File: config.mk
export PLATFORM = sky130hd
export DESIGN_NAME = parking_gate_controller_flat
export DESIGN_NICKNAME = d
export VERILOG_FILES = /design/src/rtl/parking_gate_if.sv /design/src/rtl/parking_gate_controller.sv /design/src/flat_wrapper.sv
export SDC_FILE = /design/constraint.sdc
export NUM_CORES = 1
export LEC_CHECK = 0
export CORE_UTILIZATION = 30
export CTS_BUF_LIST = sky130_fd_sc_hd__clkbuf_4 sky130_fd_sc_hd__clkbuf_8 sky130_fd_sc_hd__clkbuf_16
export DETAILED_ROUTE_END_ITERATION = 16
export GPL_TIMING_DRIVEN = 0
export HOLD_SLACK_MARGIN = 0.06
export PLACE_DENSITY = 0.48
export SYNTH_ARGS = -nofsm -noshare
export SYNTH_HDL_FRONTEND = slang
export SYNTH_SLANG_ARGS = --single-unit
File: constraint.sdc
create_clock -name clk -period 4.45 [get_ports clk]
set_input_delay 0.445 -clock clk [delete_from_list [all_inputs] [get_ports clk]]
set_output_delay 0.445 -clock clk [all_outputs]
set_load 0.1 [all_outputs]
File: src/rtl/parking_gate_if.sv
// parking_gate_if
//   Bundles the lane-side signals of the parking gate controller.
//   Handshake semantics: enter_req/exit_req are levels that are only looked at
//   while the controller is idle; enter_pulse/exit_pulse are single-cycle
//   strobes meaning "a car finished passing"; there is no ready/ack, the gate
//   outputs themselves are the grant.
//   Ports (signals):
//     enter_req, exit_req       : car waiting at entry / exit side
//     enter_pulse, exit_pulse   : car completed entry / exit
//     gate_in, gate_out         : gate open inbound / outbound
//     occupancy, full, empty    : lot count and its decodes
//     timeout_evt               : one-cycle pulse, gate closed on timeout
//     error                     : sticky unexpected-pulse flag
//     fsm_state                 : controller state, for observation
//   Modports: master drives requests/pulses, slave is the controller.
interface parking_gate_if #(
    parameter int CNT_W = 4
);
    logic             enter_req;
    logic             exit_req;
    logic             enter_pulse;
    logic             exit_pulse;
    logic             gate_in;
    logic             gate_out;
    logic [CNT_W-1:0] occupancy;
    logic             full;
    logic             empty;
    logic             timeout_evt;
    logic             error;
    logic [1:0]       fsm_state;

    modport master (
        output enter_req, exit_req, enter_pulse, exit_pulse,
        input  gate_in, gate_out, occupancy, full, empty, timeout_evt, error, fsm_state
    );

    modport slave (
        input  enter_req, exit_req, enter_pulse, exit_pulse,
        output gate_in, gate_out, occupancy, full, empty, timeout_evt, error, fsm_state
    );
endinterface

File: src/rtl/parking_gate_controller.sv
// parking_gate_controller
//   Single shared-lane gate arbiter for the parking lot. Grants the lane to
//   entering or leaving cars, alternating on ties, keeps the occupancy count
//   from the sensor pass pulses, refuses entry when full and closes the gate
//   if no car passes within TIMEOUT cycles.
//   Ports:
//     clk   : system clock
//     reset : asynchronous, active-high
//     bus   : parking_gate_if.slave (requests, pulses, gates, status, state)
module parking_gate_controller #(
    parameter int CAPACITY = 8,
    parameter int CNT_W    = 4,
    parameter int TIMEOUT  = 16,
    parameter int TMR_W    = 5
) (
    input  logic           clk,
    input  logic           reset,
    parking_gate_if.slave  bus
);

    typedef enum logic [1:0] {
        IDLE      = 2'd0,
        GRANT_IN  = 2'd1,
        GRANT_OUT = 2'd2,
        COOLDOWN  = 2'd3
    } state_t;

    typedef enum logic {
        DIR_IN  = 1'b0,
        DIR_OUT = 1'b1
    } dir_t;

    localparam logic [CNT_W-1:0] CAP_V   = CNT_W'(CAPACITY);
    localparam logic [TMR_W-1:0] TMR_END = TMR_W'(TIMEOUT - 1);

    state_t           state;
    dir_t             last_dir;
    logic [TMR_W-1:0] timer;
    logic [CNT_W-1:0] occupancy;
    logic             timeout_evt;
    logic             error;

    logic full;
    logic empty;
    logic elig_in;
    logic elig_out;

    assign full     = (occupancy == CAP_V);
    assign empty    = (occupancy == '0);
    assign elig_in  = bus.enter_req && !full;
    assign elig_out = bus.exit_req && !empty;

    always_ff @(posedge clk or posedge reset) begin
        if (reset) begin
            state       <= IDLE;
            last_dir    <= DIR_OUT;
            timer       <= '0;
            occupancy   <= '0;
            timeout_evt <= 1'b0;
            error       <= 1'b0;
        end else begin
            timeout_evt <= 1'b0;
            case (state)
                IDLE: begin
                    if (bus.enter_pulse || bus.exit_pulse) begin
                        error <= 1'b1;
                    end
                    // On a tie, serve the direction not served last time.
                    if (elig_in && (!elig_out || last_dir == DIR_OUT)) begin
                        state <= GRANT_IN;
                        timer <= '0;
                    end else if (elig_out) begin
                        state <= GRANT_OUT;
                        timer <= '0;
                    end
                end
                GRANT_IN: begin
                    timer <= timer + TMR_W'(1);
                    if (bus.exit_pulse) begin
                        error <= 1'b1;
                    end
                    // A pass on the last timer cycle wins over the timeout.
                    if (bus.enter_pulse) begin
                        if (occupancy != CAP_V) begin
                            occupancy <= occupancy + CNT_W'(1);
                        end
                        last_dir <= DIR_IN;
                        state    <= COOLDOWN;
                    end else if (timer == TMR_END) begin
                        timeout_evt <= 1'b1;
                        last_dir    <= DIR_IN;
                        state       <= COOLDOWN;
                    end
                end
                GRANT_OUT: begin
                    timer <= timer + TMR_W'(1);
                    if (bus.enter_pulse) begin
                        error <= 1'b1;
                    end
                    if (bus.exit_pulse) begin
                        if (occupancy != '0) begin
                            occupancy <= occupancy - CNT_W'(1);
                        end
                        last_dir <= DIR_OUT;
                        state    <= COOLDOWN;
                    end else if (timer == TMR_END) begin
                        timeout_evt <= 1'b1;
                        last_dir    <= DIR_OUT;
                        state       <= COOLDOWN;
                    end
                end
                COOLDOWN: begin
                    if (bus.enter_pulse || bus.exit_pulse) begin
                        error <= 1'b1;
                    end
                    state <= IDLE;
                end
                default: state <= IDLE;
            endcase
        end
    end

    // Gates are Moore decodes of the state register, so an asynchronous
    // reset drops them at once.
    assign bus.gate_in     = (state == GRANT_IN);
    assign bus.gate_out    = (state == GRANT_OUT);
    assign bus.occupancy   = occupancy;
    assign bus.full        = full;
    assign bus.empty       = empty;
    assign bus.timeout_evt = timeout_evt;
    assign bus.error       = error;
    assign bus.fsm_state   = state;

endmodule

File: src/flat_wrapper.sv
// flat-port wrapper written by rule: the top's interface ports become plain ports
module parking_gate_controller_flat 
#(
    parameter int CAPACITY = 8,
    parameter int CNT_W    = 4,
    parameter int TIMEOUT  = 16,
    parameter int TMR_W    = 5
)
  (clk, reset, bus_enter_req, bus_exit_req, bus_enter_pulse, bus_exit_pulse, bus_gate_in, bus_gate_out, bus_occupancy, bus_full, bus_empty, bus_timeout_evt, bus_error, bus_fsm_state);
  parking_gate_if #(.CNT_W(CNT_W)) bus_i ();
  input  logic clk;
  input  logic reset;
  input wire logic [$bits(bus_i.enter_req)-1:0] bus_enter_req;
  input wire logic [$bits(bus_i.exit_req)-1:0] bus_exit_req;
  input wire logic [$bits(bus_i.enter_pulse)-1:0] bus_enter_pulse;
  input wire logic [$bits(bus_i.exit_pulse)-1:0] bus_exit_pulse;
  output wire logic [$bits(bus_i.gate_in)-1:0] bus_gate_in;
  output wire logic [$bits(bus_i.gate_out)-1:0] bus_gate_out;
  output wire logic [$bits(bus_i.occupancy)-1:0] bus_occupancy;
  output wire logic [$bits(bus_i.full)-1:0] bus_full;
  output wire logic [$bits(bus_i.empty)-1:0] bus_empty;
  output wire logic [$bits(bus_i.timeout_evt)-1:0] bus_timeout_evt;
  output wire logic [$bits(bus_i.error)-1:0] bus_error;
  output wire logic [$bits(bus_i.fsm_state)-1:0] bus_fsm_state;
  assign bus_i.enter_req = bus_enter_req;
  assign bus_i.exit_req = bus_exit_req;
  assign bus_i.enter_pulse = bus_enter_pulse;
  assign bus_i.exit_pulse = bus_exit_pulse;
  assign bus_gate_in = bus_i.gate_in;
  assign bus_gate_out = bus_i.gate_out;
  assign bus_occupancy = bus_i.occupancy;
  assign bus_full = bus_i.full;
  assign bus_empty = bus_i.empty;
  assign bus_timeout_evt = bus_i.timeout_evt;
  assign bus_error = bus_i.error;
  assign bus_fsm_state = bus_i.fsm_state;
  parking_gate_controller #(.CAPACITY(CAPACITY), .CNT_W(CNT_W), .TIMEOUT(TIMEOUT), .TMR_W(TMR_W)) u_core (.clk(clk), .reset(reset), .bus(bus_i));
endmodule
# ---- After elaboration in Yosys (flattened, before gate mapping)
# Index checks and enable logic that the tools add are counted.
dict set report op_classes {
  add_sub_neg 3
  n_reduce_logical 19
  n_mux 27
  eq_ne 16
}
# cell n
set op_table {}
lappend op_table {{$mux W4} 4}
lappend op_table {{$mux W1} 10}
lappend op_table {{$mux W2} 5}
lappend op_table {{$mux W5} 2}
lappend op_table {{$pmux W5 S2} 1}
lappend op_table {{$ne A2 B2 Y1 const B} 4}
lappend op_table {{$pmux W2 S4} 1}
lappend op_table {{$pmux W4 S2} 1}
lappend op_table {{$ne A2 B1 Y1 const B} 3}
lappend op_table {{$ne A3 B2 Y1 const B} 2}
lappend op_table {{$reduce_and A3 Y1} 2}
lappend op_table {{$add A5 B1 Y5 const B} 1}
lappend op_table {{$eq A5 B4 Y1 const B} 1}
lappend op_table {{$reduce_and A5 Y1} 1}
lappend op_table {{$add A4 B1 Y4 const B} 1}
lappend op_table {{$eq A2 B2 Y1 const B} 2}
lappend op_table {{$eq A4 B4 Y1 const B} 1}
lappend op_table {{$logic_not A4 Y1} 1}
lappend op_table {{$ne A4 B4 Y1 const B} 1}
lappend op_table {{$pmux W1 S2} 2}
lappend op_table {{$reduce_bool A2 Y1} 2}
lappend op_table {{$reduce_bool A4 Y1} 1}
lappend op_table {{$reduce_or A2 Y1} 2}
lappend op_table {{$sub A4 B1 Y4 const B} 1}
lappend op_table {{8 further kinds} 13}
dict set report word_totals {
  elab_cells 71
  input_bits 6
  register_bits 14
}

# ---- Longest topological paths before layout
# Gate-level depths: netlist of run 1.
dict set report depth {
  ltp_word 8
  mapped_depth 7
}

# ---- Worst setup path after synthesis of run 1
# OpenSTA, ideal clock, no wires.
dict set report synth_timing {
  kind {flip-flop to flip-flop}
  startpoint {register u_core.occupancy[0] (netlist: u_core.bus.occupancy[0])}
  endpoint {register u_core.occupancy[3] (netlist: u_core.bus.occupancy[3])}
  stages_incl_launch_ff 5
  path_slack_ns -0.118
  arrival_time_ns 4.404
  cell_sequence {dfrtp_1 > nor4_1 > o21a_1 > nor4_1 > xor2_1}
}
dict set report synth_between {
  elab_chain_len 4
}
# element line_no
set synth_lines {}
lappend synth_lines {{from (decl)} parking_gate_controller.sv:39} ;# logic [CNT_W-1:0] occupancy;
lappend synth_lines {{from (signal assigned)} parking_gate_controller.sv:85} ;# occupancy <= occupancy + CNT_W'(1);
lappend synth_lines {{from (signal assigned)} parking_gate_controller.sv:102} ;# occupancy <= occupancy - CNT_W'(1);
lappend synth_lines {{$sub A4 B1 Y4 or $add A4 B1 Y4 (tied branches)} {parking_gate_controller.sv:102, parking_gate_controller.sv:85}}
lappend synth_lines {{$mux W4 (on tied branches)} {parking_gate_controller.sv:101, parking_gate_controller.sv:84}}
lappend synth_lines {{$mux W4 (on tied branches)} {parking_gate_controller.sv:100, parking_gate_controller.sv:83}}
lappend synth_lines {{$pmux W4 S2} parking_gate_controller.sv:63} ;# case (state)
# Parallel ways exist; a longest one is shown, timed or not. The select of a mux whose other input is x is not followed.
# A chain may end at the register's enable or synchronous reset.

# ---- Final worst setup path of run 1
dict set report layout_timing {
  startpoint {register u_core.occupancy[1] (netlist: u_core.bus.occupancy[1])}
  endpoint {output bus_full}
}
dict set report layout_between {
  elab_chain_len 1
}
# element line_no
set layout_lines {}
lappend layout_lines {{$eq A4 B4 Y1} parking_gate_controller.sv:48} ;# assign full = (occupancy == CAP_V);
lappend layout_lines {{to (decl)} flat_wrapper.sv:20} ;# output wire logic [$bits(bus_i.full)-1:0] bus_full;
# No other way between the ends.

==> flow_summary.json, run 1 <==
{
  "worst_pin_slew_ns": 0.9710,
  "gp_congestion": 0.7295,
  "status": "complete, no violations",
  "start_util_pct": 31.48,
  "ctsHoldBuffers": 0,
  "cts_resized": 0,
  "core-area_um2": 3053,
  "die_h_um": 58.60,
  "finalWirelength_mm": 2.059,
  "grt_overflow": 0,
  "clock_latency_ns": 0.29,
  "antennaDiodeCount": 0,
  "worstSetupEndpointType": "output port",
  "yosys.area_share.xor_xnor_pct": 2.734,
  "portBuffers": 17,
  "num_io_pins": 18,
  "synth.mux.area_fraction_pct": 0,
  "wl_per_cell_um": 12.63,
  "dp_hpwl_mm": 1.554,
  "yosysSeqAreaShare_pct": 36.59,
  "h-tree-depth": 1,
  "cp_data_arrival_time_ns": 2.58,
  "area_growth_syn_to_layout_pct": 27.86,
  "grt_pass1_wl_mm": 3.636,
  "vias": 792,
  "layout_worst_path_cycle_share_pct": 67.98,
  "synth_area_um2": 960.9,
  "synth_compound_area_share_pct": 24.09,
  "synthesis.nets": 115,
  "cts.path.max_buffers": 2,
  "min_path_type": "reg2reg",
  "grt_antenna_before_repair": 0,
  "clock-sinks": 14,
  "maxCapViolations": 0,
  "relSlewSlack_pct": 35.06,
  "synth_cells": 98,
  "route.detailed.drc": 0,
  "ant_nets": 0,
  "fillers": 328,
  "cp.required_ns": 4.01,
  "clockRootBuffer": "clkbuf_4",
  "synth_simple_gate_area_share_pct": 16.67,
  "post_cts_buffers": 0,
  "multi_input_area_um2": 569.3,
  "grt_pass1_vias": 811,
  "rsz0062_at_grt": "no",
  "drv_slew": 0,
  "cp_max_fo": 7,
  "yosys_warnings": 0,
  "rows": 20,
  "clk_pin_slew_ns": 0.08,
  "drive_gt1_share_pct": 14.29,
  "finalSetupTns_ns": 0,
  "setup_violations": 0,
  "drt_iter0_markers": 27,
  "cts_buffers": 3,
  "die_w_um": 58.60,
  "finalHoldViolations": 0,
  "fmax_mhz": 330.6,
  "grt_max_degree": 15,
  "grt_usage_pct": 14.29,
  "drt_pre_antenna_iters": 4,
  "synth_fa_ha_area_share_pct": 15.10,
  "timing_worst_setup_path_type": "reg2out",
  "fin_worst_skew_ns": 0.008266,
  "synth_top_family_by_area": "compound AO/OA/AOI/OAI gates",
  "synth-seq-cells": 14,
  "synth_area_per_cell_um2": 9.805,
  "start_kind": "flop",
  "register_area_um2": 351.6,
  "period_minus_slack_ns": 3.025,
  "cts_tree": "built",
  "finalNetCount": 137,
  "dieArea_um2": 3433,
  "via_per_inst": 4.859,
  "ys_types": 38
}
## flip-flops by register name, summed over array words and instances, names as in the netlist
register                count
u_core.last_dir             1
u_core.timer                5
u_core.bus.fsm_state        2
u_core.bus.occupancy        4
u_core.bus.error            1
u_core.bus.timeout_evt      1
## layout by cell type, fill, tap and decap left out, drive strengths merged, types with 2 or more instances in the layout
master and n:
clkdlybuf4s50 17, o21ai 15, dfrtp 13, inv 10
ha 10, nand2b 6, clkbuf 5, a21oi 4
nor2 4, nand3 3, and3 3, o211ai 2
xor2 2, or2 2, nand2 2, o22ai 2
nor4 2
## cell type report
cell class                 count  area share, %
multi-input combinational     72          46.33
sequential                    14          28.62
timing repair buffer          17          13.85
tap                           44          4.481
inverter                      11          3.462
clock buffer                   4          2.953
buffer                         1         0.3055
## critical path, stage by stage (launching register included)
cell and delay (ns):
dfrtp_1 0.48, or4b_4 0.60, clkinv_2 0.09, clkdlybuf4s50_1 1.13
## path summary, 6_finish.rpt
check	slack, ns	cells after the start	to	start
min in group asynchronous	0.49	2	u_core.bus.occupancy[2]$_DFFE_PP0P_	reset
worst min-delay path	0.48	1	u_core.bus.error$_DFFE_PP0P_	u_core.bus.error$_DFFE_PP0P_
worst min register to register	0.48	1	u_core.bus.error$_DFFE_PP0P_	u_core.bus.error$_DFFE_PP0P_
worst max register to register	2.36	7	u_core.bus.occupancy[3]$_DFFE_PP0P_	u_core.bus.fsm_state[0]$_DFFE_PP0P_
worst max-delay path	1.42	3	bus_full	u_core.bus.occupancy[1]$_DFFE_PP0P_
max in group asynchronous	3.59	2	u_core.timer[1]$_DFFE_PP0P_	reset
## per-stage QoR
step | utilization, % | cell area, um2 | std cells | hold WS, ns | setup slack [ns]
6_report | 40.25 | 1229 | 163 | 0.4802 | 1.425
5_1_grt | 40.25 | 1229 | 163 | 0.5305 | 1.346
3_3_place_gp | 39.06 | 1192 | 159 | 0.4481 | 1.729
4_1_cts | 40.25 | 1229 | 163 | 0.4877 | 1.392
3_5_place_dp | 39.06 | 1192 | 159 | 0.4636 | 1.724
2_1_floorplan | - | 967.2 | 98 | 0.3335 | 1.119
## per-layer routing
layer  wire (um)  up-vias  GRT usage [%]
met2         953       20          23.32
met4          23        0          6.122
met1         996      375          18.54
met5           0        -              0
li1            -      394              -
met3          85        3          2.637
## synthesized netlist by cell type, drive strengths merged
master / n / area share (%)
o21a: 1 / 0.78
dfrtp: 13 / 34
or2: 2 / 1.6
o41ai: 1 / 1.7
and3: 3 / 2.0
o22ai: 2 / 2.0
nor4: 2 / 1.3
xnor2: 1 / 0.91
o211a: 1 / 1.8
o31ai: 1 / 0.78
o211ai: 2 / 2.6
clkbuf: 1 / 0.39
a221oi: 1 / 0.91
or4b: 1 / 1.4
ha: 10 / 13
nand3b: 1 / 0.78
o22a: 1 / 0.91
clkinv: 1 / 0.52
or3: 1 / 0.65
nand2: 2 / 1.0
fa: 1 / 2.1
nand3: 3 / 1.6
dfstp: 1 / 2.7
o2111ai: 1 / 0.91
nor2b: 1 / 0.65
nor2: 4 / 1.6
o311ai: 1 / 0.91
o21ai: 15 / 7.8
a2bb2oi: 1 / 0.91
a21oi: 4 / 2.1
inv: 10 / 3.9
nand2b: 6 / 4.2
xor2: 2 / 1.8
## cells by family after synthesis
group | Yosys count
XOR/XNOR | 3
AO/OA/AOI/OAI | 32
AND/OR/NAND/NOR | 26
flip-flops | 14
adder cells (fa/ha/maj) | 11
buffers and inverters | 12
Power of run 1 is not shown: default switching activity piles up to over one toggle a cycle in this logic, so the estimate is an artifact.
==> run 2: changes to the inputs <==
==> constraint.sdc (replaced) <==
create_clock -name clk -period 3.08 [get_ports clk]
set_input_delay 0.308 -clock clk [delete_from_list [all_inputs] [get_ports clk]]
set_output_delay 0.308 -clock clk [all_outputs]
set_load 0.1 [all_outputs]
==> run 2 against run 1 <==
Flip-flop and latch count did not move. Hold slack worse by 0.11 ns. Critical path type unchanged. Cell count is the same. Critical path depth unchanged. Count of clock-buffer cells in the layout is the same. Via count is 3.2% higher. Largest cell class unchanged.
==> flow_summary.json, run 2 (same netlist as run 1, synthesis figures left out) <==
{
  "layout_worst_path_cycle_share_pct": 95.01,
  "pre_cts_ws_ns": 0.4720,
  "setup_violations": 0,
  "gp_congestion": 0.7398,
  "worstSetupEndpointType": "output port",
  "cts_resized": 0,
  "dieArea_um2": 3433,
  "via_per_inst": 5.012,
  "grt_usage_pct": 14.86,
  "start_kind": "flop",
  "clock-sinks": 14,
  "area_growth_syn_to_layout_pct": 29.04,
  "cts_buffers": 3,
  "fin_worst_skew_ns": 0.003174,
  "clockRootBuffer": "clkbuf_4",
  "vias": 817,
  "grt_max_degree": 15,
  "relSlewSlack_pct": 34.16,
  "grt_pass1_vias": 818,
  "grt_antenna_before_repair": 0,
  "wl_per_cell_um": 13.16,
  "num_io_pins": 18,
  "register_area_um2": 351.6,
  "core-area_um2": 3053,
  "hold_slack_ns": 0.3654,
  "multi_input_area_um2": 580.6,
  "cp_data_arrival_time_ns": 2.62,
  "finalNetCount": 137,
  "fin_cells": 163,
  "post_cts_buffers": 0,
  "grt_pass1_wl_mm": 3.801,
  "cp_max_fo": 7,
  "h-tree-depth": 1,
  "ant_nets": 0,
  "cp.required_ns": 2.77,
  "final_common_cell": "clkdlybuf4s50_1",
  "finalWirelength_mm": 2.145,
  "drt_iter0_markers": 27,
  "clk_pin_slew_ns": 0.09,
  "rsz0062_at_grt": "no",
  "final_cell_mix": "clkdlybuf4s50_1, dfrtp_1, inv_1, o21ai_1, ha_1",
  "ctsHoldBuffers": 0,
  "finalSetupTns_ns": 0,
  "route.detailed.drc": 0,
  "place_inst": 159,
  "grt_overflow": 0,
  "rows": 20,
  "drt_pre_antenna_iters": 4,
  "clock_latency_ns": 0.29,
  "fillers": 319,
  "maxCapViolations": 0,
  "cts_tree": "built",
  "cts.path.max_buffers": 2,
  "status": "complete, no violations",
  "period_minus_slack_ns": 2.926,
  "worst_pin_slew_ns": 0.9846,
  "finalHoldViolations": 0,
  "start_util_pct": 31.48,
  "drive_gt1_share_pct": 15.13,
  "top_register": "u_core.timer",
  "min_path_type": "in2async",
  "timing_worst_setup_path_type": "reg2out",
  "die_w_um": 58.60,
  "largest_reg_flops": 5,
  "setup_slack_ns": 0.1536,
  "portBuffers": 17,
  "antennaDiodeCount": 0,
  "drv_slew": 0,
  "die_h_um": 58.60,
  "fmax_mhz": 341.7,
  "dp_hpwl_mm": 1.597
}
==> run 2: cell counts in the layout (fill, tap and decap cells not counted) <==
No cell type changed its count.
==> run 2: cell type report <==
class / instances / share of cell area [%]
plain buffers: 1 / 0.3027
clock buffers: 4 / 2.926
inverters: 11 / 3.431
multi-input cells: 72 / 46.82
flip-flops and latches: 14 / 28.36
well taps: 44 / 4.440
repair buffers: 17 / 13.72
==> run 2: per-layer routing <==
| layer | up-vias | track usage (%) | wire length (um) |
|---|---|---|---|
| met4 | 0 | 3.401 | 11 |
| met1 | 393 | 18.46 | 1002 |
| met2 | 26 | 24.96 | 1003 |
| met5 | - | 0 | 0 |
| met3 | 2 | 5.055 | 127 |
| li1 | 396 | - | - |
==> run 2: final timing paths <==
path	endpoint	slack, ns	depth (start not counted)	start
setup / recovery	bus_full	0.15	3	u_core.bus.occupancy[0]$_DFFE_PP0P_
hold / removal	u_core.bus.occupancy[0]$_DFFE_PP0P_	0.37	2	reset
setup reg to reg	u_core.bus.fsm_state[1]$_DFFE_PP0P_	1.06	6	u_core.timer[0]$_DFFE_PP0P_
hold reg to reg	u_core.bus.error$_DFFE_PP0P_	0.48	1	u_core.bus.error$_DFFE_PP0P_
max in group asynchronous	u_core.bus.fsm_state[0]$_DFFE_PP0P_	2.34	2	reset
min in group clk	u_core.bus.error$_DFFE_PP0P_	0.48	1	u_core.bus.error$_DFFE_PP0P_
==> run 2: stage by stage <==
step	instance area (um2)	utilization (%)
2_1_floorplan	978.4	-
3_3_place_gp	1204	39.43
3_5_place_dp	1204	39.43
4_1_cts	1240	40.61
5_1_grt	1240	40.61
6_report	1240	40.61
==> run 2: critical path, stage by stage (launching register included) <==
cell and delay, ns:
dfrtp_1 0.51, or4b_4 0.60, clkinv_2 0.09, clkdlybuf4s50_1 1.13
Power of run 2 is left out for the same reason.
==> patch 1, RTL diff (settings of run 2) <==
`CNT_W` is set to 4 in 3 places; all go to 3.
--- a/src/rtl/parking_gate_if.sv
+++ b/src/rtl/parking_gate_if.sv
@@ -14,7 +14,7 @@
 //     fsm_state                 : controller state, for observation
 //   Modports: master drives requests/pulses, slave is the controller.
 interface parking_gate_if #(
-    parameter int CNT_W = 4
+    parameter int CNT_W = 3
 );
     logic             enter_req;
     logic             exit_req;
--- a/src/rtl/parking_gate_controller.sv
+++ b/src/rtl/parking_gate_controller.sv
@@ -9,7 +9,7 @@
 //     bus   : parking_gate_if.slave (requests, pulses, gates, status, state)
 module parking_gate_controller #(
     parameter int CAPACITY = 8,
-    parameter int CNT_W    = 4,
+    parameter int CNT_W    = 3,
     parameter int TIMEOUT  = 16,
     parameter int TMR_W    = 5
 ) (
--- a/src/flat_wrapper.sv
+++ b/src/flat_wrapper.sv
@@ -2,7 +2,7 @@
 module parking_gate_controller_flat 
 #(
     parameter int CAPACITY = 8,
-    parameter int CNT_W    = 4,
+    parameter int CNT_W    = 3,
     parameter int TIMEOUT  = 16,
     parameter int TMR_W    = 5
 )
Ports: changed (resized bus_occupancy); port bits go from 18 to 17. No check against the original RTL was run, so the function may have changed too.
==> patch 1 against run 2 <==
  * Cell area fell by 11%
  * Register-to-register slack barely moved
  * Sequential cell count fell by 1
  * Clock skew rose by 0.0040 ns
  * Synthesized cell count fell by 10%
  * Fmax rose by 7.1%
  * Area after synthesis fell by 9.4%
  * Worst setup slack improved by 0.19 ns
  * Wire length fell by 19%
Power is not shown: default switching activity piles up to over one toggle a cycle in this logic, so the estimate is an artifact.
==> patch 1: results (changes against run 2) <==
- Status: complete, no violations
- Layout cell share with drive strength beyond 1: 0.167 (+0.0154)
- Grt met1 use: 0.158 (-0.0269)
- Placement Cell Area: 1070 sq um (-11%)
- Synth Area in XOR/XNOR: 0.0101 (-0.0173)
- Arrival time worst endpoint: 2.42 ns (-0.20 ns)
- Clock Path Buffers: 2 (unchanged)
- Synth Area in Compound Gates: 0.224 (-0.0167)
- Register area share after synthesis: 0.375 (+0.00911)
- M1 wire length: 850 microns (-15%)
- Min Hold Slack: 0.355 ns (-0.0103 ns)
- Slew headroom: 0.353 (+0.0111)
- Largest net degree at the start of global routing: 14 (-1)
- Port bufs: 16 (-1)
- GRT Overall Usage: 0.123 (-0.0255)
- Post-place setup slack: 0.648 ns (+0.176 ns)
- Total wire length: 1.73 mm (-19%)
- Critical Path Max Stage Delay: 1.11 ns (-0.02 ns)
- # placed instances: 135 (-15%)
- Distinct cells, synth: 38 (unchanged)
- Latest clock arrival within the worst-skew pair: 0.27 ns (-0.02 ns)
- Area Overhead vs Synth: 26.6%
- Met2 GRT Util: 0.193 (-0.0568)
- Gpl congestion: 0.722 (-2.4%)
- Initial DRT Pass Iterations: 2 (-2)
- Clk_skew: 0.00721 ns (+0.00404 ns)
- Multiplexer area fraction after synthesis: 0.0115 (+0.0115)
- Post-Synth Adder-Cell Area: 0.138 (-0.0131)
- Main area contributors after synthesis: dfrtp_1 (34%), ha_1 (11%), inv_1 (4.3%)
- Final net count: 124 (-9.5%)
- DP Wirelength: 1.35 mm (-15%)
- Post-synth ARST share: 1.00 (unchanged)
- Ys flop type: dfrtp_1
- Synth top cells by count: dfrtp_1 (12), inv_1 (10), ha_1 (8)
- Synth Warn #: 0 (unchanged)
- First-pass GRT wire length: 2.99 mm (-21%)
- Met3 wire len: 50 microns (-61%)
- Hold buffer count at cts: 0 (unchanged)
- Via/cell ratio: 4.85 (-3.3%)
- Number of global-route vias before repair: 651 (-20%)
- Global routing usage on met3: 0.0512 (+0.000613)
- Flop and latch count out of synthesis: 13 (-1)
- Clock-pin slew of the registers on the worst-case setup and hold paths: 0.08 ns
- Fillers: 284 (-11%)
- Post-Syn Nets: 103 (-10%)
- Initial drt markers: 19 (-30%)
- DR vias: 674 (-18%)
- Final WS setup: 0.348 ns (+0.194 ns)
- Metal2 WL: 815 microns (-19%)
- Syn avg cell area: 9.90 sq um (+0.92%)
-- patch 1: final timing paths --
kind / start / to / cells after the start
min in group clk: u_core.bus.error$_DFFE_PP0P_ / u_core.bus.error$_DFFE_PP0P_ / 1
min: reset / u_core.bus.error$_DFFE_PP0P_ / 2
max in group asynchronous: reset / u_core.last_dir$_DFFE_PP1P_ / 2
max reg2reg: u_core.bus.fsm_state[0]$_DFFE_PP0P_ / u_core.bus.occupancy[2]$_DFFE_PP0P_ / 7
min reg2reg: u_core.bus.error$_DFFE_PP0P_ / u_core.bus.error$_DFFE_PP0P_ / 1
max: u_core.bus.occupancy[2]$_DFFE_PP0P_ / bus_full / 3
-- patch 1: final cells by class --
type / count / area share
Buffer: 3 / 0.0238
Clock buffer: 4 / 0.0272
Inverter: 10 / 0.0341
Multi-Input combinational cell: 62 / 0.438
Sequential cell: 13 / 0.296
Tap cell: 31 / 0.0352
Timing Repair Buffer: 16 / 0.145
==> patch 2, RTL diff (settings of run 2) <==
Without the edit above. Make the reset (`reset`) synchronous in one clocked block. Comments in the files are not updated.
--- a/src/rtl/parking_gate_controller.sv
+++ b/src/rtl/parking_gate_controller.sv
@@ -50,7 +50,7 @@
     assign elig_in  = bus.enter_req && !full;
     assign elig_out = bus.exit_req && !empty;
 
-    always_ff @(posedge clk or posedge reset) begin
+    always_ff @(posedge clk) begin
         if (reset) begin
             state       <= IDLE;
             last_dir    <= DIR_OUT;
Formal check against the unedited RTL: differs if reset is asserted again (counterexample within 4 cycles, from zero or initial values and one cycle with reset high); with reset held inactive, the same outputs for 10 cycles.
==> patch 2 against run 2 <==
  * Worst setup slack gained 0.19 ns
  * Cell area grew 2.4%
  * Area after synthesis grew 4.7%
  * Largest cell class unchanged
  * Wire length grew 8.8%
  * Sequential cell count is the same
  * Fmax grew 7.0%
Power is not shown: default switching activity piles up to over one toggle a cycle in this logic, so the estimate is an artifact.
==> patch 2: results (changes against run 2) <==
- Clk_skew: 0.00189 ns (-0.00128 ns)
- Crit Path Max Fanout: 8 (+1)
- Status: complete, no violations
- GRT Overall Usage: 0.156 (+0.00780)
- Register area share after synthesis: 0.279 (-0.0873)
- DP Wirelength: 1.83 mm (+15%)
- Initial drt markers: 40 (+48%)
- Tightest Pin Transition: 0.963 ns (-0.0217 ns)
- Fillers: 325 (+1.9%)
- DR vias: 915 (+12%)
- Tightest Hold Check Type: reg2reg
- Largest net degree at the start of global routing: 11 (-4)
- Fin cells: 181 (+11%)
- Synth top cells by count: dfxtp_1 (14), inv_1 (14), ha_1 (10)
- Share of the synthesized area in the top cell type: 0.279 (-0.0599)
- Arrival time worst endpoint: 2.43 ns (-0.19 ns)
- Post-place setup slack: 0.654 ns (+0.182 ns)
- Post-synth ARST share: 0 (-1.00)
- Final net count: 155 (+13%)
- Critical Path Max Stage Delay: 1.21 ns (+0.08 ns)
- Post-Syn Nets: 133 (+16%)
- Placement Cell Area: 1230 sq um (+2.5%)
- Gpl congestion: 0.835 (+13%)
- Distinct cells, synth: 39 (+2.6%)
- WL per Instance: 12.9 microns (-2.1%)
patch 2: worst paths after layout:
check / cells past startpoint / start / to / slack, ns
setup reg to reg: 8 / u_core.bus.fsm_state[0]$_SDFFE_PP0P_ / u_core.bus.occupancy[2]$_SDFFE_PP0P_ / 0.93
hold / removal: 2 / u_core.bus.error$_SDFFE_PP0P_ / u_core.bus.error$_SDFFE_PP0P_ / 0.46
setup / recovery: 2 / u_core.bus.occupancy[3]$_SDFFE_PP0P_ / bus_full / 0.35
hold reg to reg: 2 / u_core.bus.error$_SDFFE_PP0P_ / u_core.bus.error$_SDFFE_PP0P_ / 0.46
patch 2: critical path: cells and delay by family, from the launching register on:
kind / cells / cell delay [ns]
buffers and inverters: 1 / 1.21
flip-flops: 1 / 0.50
AND/OR/NAND/NOR: 1 / 0.43
patch 2: logic make-up (layout without fill, tap and decap cells):
kind of cell | Yosys count | count (layout) | share of synthesized area
AOI/OAI and AO/OA | 31 | 31 | 0.260
xor gates and xnor gates | 1 | 1 | 0.00871
adders and majority gates | 11 | 11 | 0.144
buffers and inverters | 17 | 38 | 0.0634
DFF | 14 | 14 | 0.279
muxes | 2 | 2 | 0.0199
and+or+nand+nor | 40 | 40 | 0.225
patch 2: metal layers:
layer / track usage / part of all wire
met1: 0.194 / 0.49
met2: 0.254 / 0.47
met3: 0.0455 / 0.030
met4: 0.0598 / 0.012
met5: 0 / 0
patch 2: cell type report:
class	count	area, sq um	share of cell area
flip-flops and latches	14	280	0.221
multi-input cells	85	664	0.523
clock buffers	4	36.3	0.0286
well taps	44	55.1	0.0433
plain buffers	3	11.3	0.00887
repair buffers	17	170	0.134
inverters	14	52.6	0.0414
patch 2: per-stage QoR:
step	hold WS, ns	util
2_1_floorplan	0.438	-
3_3_place_gp	0.444	0.394
3_5_place_dp	0.447	0.394
4_1_cts	0.460	0.406
5_1_grt	0.487	0.406
6_report	0.456	0.406
